[src/rtl/arb_pkg.sv]
// rtl/arb_pkg.sv - shared types, constants and round-robin pick for rr_dec_arbiter
package arb_pkg;

  localparam int NREQ = 4;

  typedef enum logic [1:0] {
    IDLE = 2'd0,
    BUSY = 2'd1,
    GAP  = 2'd2
  } arb_state_e;

  // Nearest requester after `last`, wrapping; `last` itself has lowest priority.
  function automatic logic [1:0] rr_pick(input logic [NREQ-1:0] req,
                                         input logic [1:0]      last);
    logic [1:0] idx;
    rr_pick = last;
    for (int i = NREQ; i >= 1; i--) begin
      idx = last + 2'(i);
      if (req[idx]) rr_pick = idx;
    end
  endfunction

endpackage

[src/rtl/dec2to4_pol.sv]
// rtl/dec2to4_pol.sv - 2-to-4 one-hot decoder with enable and output polarity
module dec2to4_pol (
  input  logic [1:0] idx_i,
  input  logic       en_i,
  input  logic       pol_i,
  output logic [3:0] dec_o
);

  assign dec_o = (en_i ? (4'b0001 << idx_i) : 4'b0000) ^ {4{pol_i}};

endmodule

[src/rtl/rr_dec_arbiter.sv]
// rtl/rr_dec_arbiter.sv - 4-way round-robin arbiter with hold timeout and decoded grant
module rr_dec_arbiter
  import arb_pkg::*;
#(
  parameter int MAX_HOLD = 16
) (
  input  logic            clk,
  input  logic            rst_n,
  input  logic [NREQ-1:0] req,
  input  logic [NREQ-1:0] done,
  input  logic            inv,
  output logic [NREQ-1:0] gnt,
  output logic [1:0]      gnt_idx,
  output logic            busy,
  output logic            timeout
);

  localparam int CW = (MAX_HOLD > 0) ? $clog2(MAX_HOLD + 1) : 1;
  localparam logic [CW-1:0] HOLD_LAST = CW'((MAX_HOLD > 0) ? MAX_HOLD - 1 : 0);
  localparam logic [CW-1:0] CNT_MAX   = '1;

  arb_state_e    state_q, state_d;
  logic [1:0]    gnt_idx_q, gnt_idx_d;
  logic [1:0]    last_q, last_d;
  logic [CW-1:0] hold_cnt_q, hold_cnt_d;
  logic          timeout_q, timeout_d;
  logic [1:0]    winner;

  always_ff @(posedge clk) begin
    if (!rst_n) begin
      state_q    <= IDLE;
      gnt_idx_q  <= 2'd0;
      last_q     <= 2'd3;
      hold_cnt_q <= '0;
      timeout_q  <= 1'b0;
    end else begin
      state_q    <= state_d;
      gnt_idx_q  <= gnt_idx_d;
      last_q     <= last_d;
      hold_cnt_q <= hold_cnt_d;
      timeout_q  <= timeout_d;
    end
  end

  always_comb begin
    state_d    = state_q;
    gnt_idx_d  = gnt_idx_q;
    last_d     = last_q;
    hold_cnt_d = hold_cnt_q;
    timeout_d  = 1'b0;
    winner     = rr_pick(req, last_q);
    unique case (state_q)
      IDLE, GAP: begin
        if (|req) begin
          state_d    = BUSY;
          gnt_idx_d  = winner;
          last_d     = winner;
          hold_cnt_d = '0;
        end else begin
          state_d = IDLE;
        end
      end
      BUSY: begin
        // Saturate rather than wrap so a disabled timeout never aliases.
        if (hold_cnt_q != CNT_MAX) hold_cnt_d = hold_cnt_q + CW'(1);
        if (done[gnt_idx_q]) begin
          state_d = GAP;
        end else if (MAX_HOLD != 0 && hold_cnt_q == HOLD_LAST) begin
          state_d   = GAP;
          timeout_d = 1'b1;
        end
      end
      default: state_d = IDLE;
    endcase
  end

  assign busy    = (state_q == BUSY);
  assign gnt_idx = gnt_idx_q;
  assign timeout = timeout_q;

  dec2to4_pol u_gnt_dec (
    .idx_i (gnt_idx_q),
    .en_i  (busy),
    .pol_i (inv),
    .dec_o (gnt)
  );

endmodule

[config.mk]
export PLATFORM = sky130hd
export DESIGN_NAME = rr_dec_arbiter
export DESIGN_NICKNAME = d
export VERILOG_FILES = /design/src/rtl/arb_pkg.sv /design/src/rtl/dec2to4_pol.sv /design/src/rtl/rr_dec_arbiter.sv
export SDC_FILE = /design/constraint.sdc
export NUM_CORES = 1
export LEC_CHECK = 0
export CAP_MARGIN = 20
export CORE_MARGIN = 2
export CORE_UTILIZATION = 45
export CTS_BUF_LIST = sky130_fd_sc_hd__clkbuf_4
export CTS_CLUSTER_DIAMETER = 40
export DETAILED_ROUTE_END_ITERATION = 7
export PLACE_DENSITY = 0.77
export SETUP_SLACK_MARGIN = 0.2
export SLEW_MARGIN = 15
export SYNTH_ARGS = -nofsm -noshare
export SYNTH_HDL_FRONTEND = slang
export SYNTH_SLANG_ARGS = --single-unit
[constraint.sdc]
create_clock -name clk -period 1.7 [get_ports clk]
set_clock_uncertainty 0.05 [all_clocks]
set_input_delay 0.255 -clock clk [delete_from_list [all_inputs] [get_ports clk]]
set_output_delay 0.255 -clock clk [all_outputs]
set_load 0.005 [all_outputs]
## Word level (Yosys, flattened, before mapping)

Cells that the tools add are included.

- Add/subtract/negate cells: 4
- $lt $le $gt $ge: 4
- Equality and inequality tests: 7
- Shifts and indexed selects: 1
- Multiplexer cells: 20
- Bitwise gates (word level): 3
- Reductions and logical operators: 7

Operators with widths:

| kind | number |
|---|---|
| less-than comparator 2 x 3 -> 1 bit, second input constant | 4 |
| 2-to-1 mux 2 bit | 5 |
| 2-to-1 mux 5 bit | 2 |
| case mux 5 bit (2 select lines) | 1 |
| binary-select mux 1 bit (select 2 bit) | 4 |
| 2-to-1 mux 1 bit | 6 |
| adder 5 x 1 -> 5 bit, second input constant | 1 |
| equality test 5 x 4 -> 1 bit, second input constant | 1 |
| inequality test 5 bit, second input constant | 1 |
| adder 2 bit, second input constant | 2 |
| 2-to-1 mux 4 bit | 1 |
| inequality test 2 bit, second input constant | 2 |
| case mux 2 bit (2 select lines) | 1 |
| OR reduction 4 bit | 1 |
| << shifter 1 x 2 -> 4 bit, first input constant | 1 |
| XOR 4 bit | 1 |
| inequality test 3 bit, second input constant | 1 |
| AND reduction 3 bit | 1 |
| OR reduction 3 bit | 1 |
| adder 2 x 1 -> 2 bit, second input constant | 1 |
| equality test 2 x 1 -> 1 bit, second input constant | 1 |
| equality test 2 bit, second input constant | 1 |
| logical NOT 2 bit | 1 |
| inverter 1 bit | 2 |
| 3 further kinds | 3 |

- Register bits after elaboration: 12
- Output and inout port bits: 8
- Logic and storage cells: 51

## Logic depth before layout (Yosys ltp)

- Depth in word-level cells: 6
- Gate-level depth with buffers: 7
- Mapped depth without buffers: 7

## Cells and area by module

A second synthesis with hierarchy kept.

- Cell total of the unflattened synthesis: 84
- Area total of the unflattened synthesis: 732.0 sq um

By module, submodules not included:

| module | instances | cells an instance | area each (sq um) |
|---|---|---|---|
| rr_dec_arbiter | 1 | 76 | 664.4 |
| dec2to4_pol | 1 | 8 | 67.6 |

## Least setup slack after synthesis

Ideal clock, no wire load.

- Path kind: flip-flop to flip-flop
- From: register hold_cnt_q[0]
- To: register hold_cnt_q[4]
- Arrival: 1.545 ns
- Data required time: 1.535 ns
- Path slack: -0.010 ns
- Stages on the path, launching flop included: 8
- Period minus slack after synthesis: 1.710 ns
- Cell sequence: dfxtp_1 > ha_1 > and3_1 > ha_1 > or3b_4 > nand2_1 > o22ai_1 > and2_1

- Longest elaborated chain between the ends: 3

RTL lines:

| what | RTL line | text |
|---|---|---|
| start: declaration | rr_dec_arbiter.sv:25 | `logic [CW-1:0] hold_cnt_q, hold_cnt_d;` |
| start signal: assignment | rr_dec_arbiter.sv:40 | `hold_cnt_q <= hold_cnt_d;` |
| adder 5 x 1 -> 5 bit / inequality test 5 bit (equally long branches) | rr_dec_arbiter.sv:65 | `if (hold_cnt_q != CNT_MAX) hold_cnt_d = hold_cnt_q + CW'(1);` |
| 2-to-1 mux 5 bit / inequality test 2 bit (equally long branches) | - |  |
| case mux 5 bit (2 select lines) / AND reduction 3 bit (equally long branches) | - |  |

Several ways; a longest one is shown, not always the timed one. The select of a mux whose other input is x is not followed.
A chain may end at the register's enable or synchronous reset.

## Final worst setup path

- From: register state_q[1]
- To: output gnt[0]

- Longest elaborated chain between the ends: 3

RTL lines:

| what | RTL line | text |
|---|---|---|
| start: declaration | rr_dec_arbiter.sv:22 | `arb_state_e state_q, state_d;` |
| start signal: assignment | rr_dec_arbiter.sv:37 | `state_q <= state_d;` |
| equality test 2 x 1 -> 1 bit | rr_dec_arbiter.sv:77 | `assign busy = (state_q == BUSY);` |
| 2-to-1 mux 4 bit | dec2to4_pol.sv:9 | `assign dec_o = (en_i ? (4'b0001 << idx_i) : 4'b0000) ^ {4{pol_i}};` |
| XOR 4 bit | dec2to4_pol.sv:9 |  |
| end: declaration | rr_dec_arbiter.sv:12 | `output logic [NREQ-1:0] gnt,` |

No other way between the ends.

==> metrics.txt <==
clk slew on worst S/H paths=0.07 ns; WHS Path Cells=2; async set-reset flop share out of synthesis=0%; GRT overflow=0; register bit total from synthesis=12; # hold bufs at CTS=0; final cell count without fillers=144; Max transition margin=77.66%; wire per inst=~12 um; CP startpoint kind=flip-flop; CTS tree=yes; Initial Util=49.20%; worst setup margin=-0.007569 ns; cell row count=14; top area cells in the synthesized netlist=dfxtp_1 (31%), nand2_1 (5.9%), ha_1 (4.9%), xor2_1 (4.6%), nor2_1 (3.4%); worst slew pin tran=around 0.33 ns; largest net degree at the start of global routing=11; htree depth=1; CTS buffer count=3; num ports=19; Mapped Avg Cell Area=between 8 and 9 um^2; share of layout cells above drive strength 1=35.94%; via count=755; cell taking the most area after synthesis=dfxtp_1; placed instance count=between 100 and 150; main combinational cell family by area after synthesis=simple AND/OR/NAND/NOR gates; worst hold margin=about 0.48 ns; Residual DRC=0; die area=2051 um^2; unrepaired setup endpoints after global routing=true; CTS Buffer Depth=2; Synth Area in Adders=about 5%; Setup violations, final=1; Synth top area share=31.32%; root buffer cell=clkbuf_4; die height=45.29 um; fin crit share=100.4%; Total GRT Usage=18.84%; Min-Delay Path Class=reg2reg; antenna fix cells=0; Pleak=0.4850 nW; initial antenna violation count=0; post-synthesis simple-gate area fraction=between 30% and 40%; r2r startpoint=hold_cnt_q[1]; sequential fraction of the synthesis area=31.32%; Mapped Cells=94; final-stage net count=143; PD cells=766.7 nW/um^2; Fmax=585.6 MHz; outcome=finished with violations; WS Path Type=reg2out; Worst Min Path Start=hold_cnt_q[3]; die width=between 40 and 50 um; max_cap viols=0; wirelength, routed=1778 um; ANT nets after route=0; Clock Sinks=12; Req. time, crit path=1.39 ns; Final Wtd Congestion=between 0.7 and 0.8; Synth Flop Type=dfxtp_1; first-pass GRT wire length=roughly 2800 um; synth cell count leaders=dfxtp_1 (12), nand2_1 (12), nor2_1 (7), a21oi_1 (5); vias in the first global route=668; violated checks=negative setup slack; First-pass DRT Iterations=4; Worst-Skew Late Latency=between 0.2 and 0.3 ns; CORE AREA=between 1500 and 2000 um^2; Post-synth EDFFs=0; vias per inst=5.243; reg2reg setup slack=0.01 ns; worst r2r dst=hold_cnt_q[4]; Mapped Area=767.0 um^2; post-synthesis mux area share=4.078%; Post-Syn Nets=108; crit-path max FO=2; final max-slew violation count=0; Cell variety after synth=36; Worst R2R Path Depth=7; Final Hold Viols=0; Worst Setup End Kind=output port; DR iter-0 viols=14; Port Buffers=18; Design Power=0.0008854 W; Layout area overhead=50.57%; Yosys warnings=0; fin crit period=1.708 ns; hold-critical path endpoint=hold_cnt_q[3]; XOR/XNOR Fraction of Synth Area=under 10%; post-synthesis compound-gate area fraction=16.64%; hpwl dp=1291 um; Worst VDD drop=0.4961 mV; WP data arrival=1.40 ns; post-route core utilization=74.08%; Filler cells=117
[how the worst max path moves through the flow]
stage | to | cells past startpoint | startpoint
floorplan | hold_cnt_q[4] | 7 | hold_cnt_q[1]
global placement | gnt[1] | 3 | inv
detailed placement | gnt[0] | 3 | inv
CTS | gnt[0] | 5 | state_q[1]
global route | gnt[0] | 5 | state_q[1]
finish | gnt[0] | 5 | state_q[1]
[layout by cell type, fill, tap and decap left out, types with 2 or more instances in the layout]
master / synthesis / layout
buf_4: 0 / 16
clkdlybuf4s50_1: 0 / 11
nand2_1: 12 / 9
dfxtp_1: 12 / 7
nor2_1: 7 / 6
a21oi_1: 5 / 5
buf_2: 3 / 5
xor2_1: 4 / 4
nand2b_1: 4 / 4
nor2b_1: 4 / 4
dfxtp_2: 0 / 4
nand2_2: 0 / 3
and2_1: 3 / 3
ha_4: 0 / 3
clkbuf_4: 0 / 3
inv_1: 2 / 2
xnor2_1: 2 / 2
nor3b_4: 0 / 2
nor2_2: 1 / 2
nand4_1: 2 / 2
o21ai_1: 2 / 2
mux2i_1: 2 / 2
o21ai_0: 3 / 2
nand3_1: 3 / 2
nor3_1: 2 / 2
[sequential cells by signal, summed over array words and instances, names as in the netlist]
register and count:
hold_cnt_q 5, gnt_idx 2, last_q 2, state_q 2
timeout 1
[critical path: stages, from the launching register on]
cell and delay, ns:
dfxtp_2 0.32, and2b_2 0.22, buf_4 0.11, nor3b_4 0.17, xor2_1 0.17, buf_2 0.14
[through the flow]
| step | TNS (ns) | area [um^2] | worst slack, ns |
|---|---|---|---|
| after floorplan | 0 | 788.3 | 0.06520 |
| after global placement | -0.3408 | 1037 | -0.09521 |
| after detailed placement | -0.4937 | 1037 | -0.1537 |
| after CTS | 0 | 1111 | 0.002157 |
| after global routing | -0.1895 | 1155 | -0.05813 |
| final | -0.007569 | 1155 | -0.007569 |
[final cells by class]
type                    instances  area [um^2]  share of cell area, %
inverters                       2        7.507                 0.6501
repair buffers                 34        276.5                  23.94
clock inverters                 1        3.754                 0.3250
clock buffers                   3        22.52                  1.950
flip-flops and latches         12        249.0                  21.56
multi-input cells              76        575.6                  49.84
well taps                      16        20.02                  1.733
[where the power goes]
part / internal [W] / switching [W] / total [W] / leakage [nW]
Combinational: 0.000200 / 0.000160 / 0.000360 / 0.369
Clock: 0.0000850 / 0.0000933 / 0.000178 / 0.0154
Sequential: 0.000313 / 0.0000344 / 0.000347 / 0.101
Total: 0.000598 / 0.000288 / 0.000885 / 0.485
[metal layers]
| metal | up-vias | wire [um] | global-route usage [%] |
|---|---|---|---|
| li1 | 398 | - | - |
| met1 | 340 | 751 | 21.48 |
| met2 | 15 | 947 | 34.29 |
| met3 | 2 | 71 | 3.600 |
| met4 | 0 | 8 | 7.059 |
| met5 | - | 0 | 0 |
[kinds of logic after synthesis]
| logic type | count (synthesis) |
|---|---|
| and+or+nand+nor | 45 |
| buffers and inverters | 6 |
| DFF | 12 |
| adders and majority gates | 3 |
| xor gates and xnor gates | 6 |
| muxes | 3 |
| AOI/OAI and AO/OA | 19 |
[timing repair]
action,4_1_cts,5_1_grt
setup buffers,5,2
hold endpoints to repair,0,0
endpoints found under the setup margin,12,12
pin swaps,8,5
resized for setup,28,12
Power figures use the tool's default switching activity.
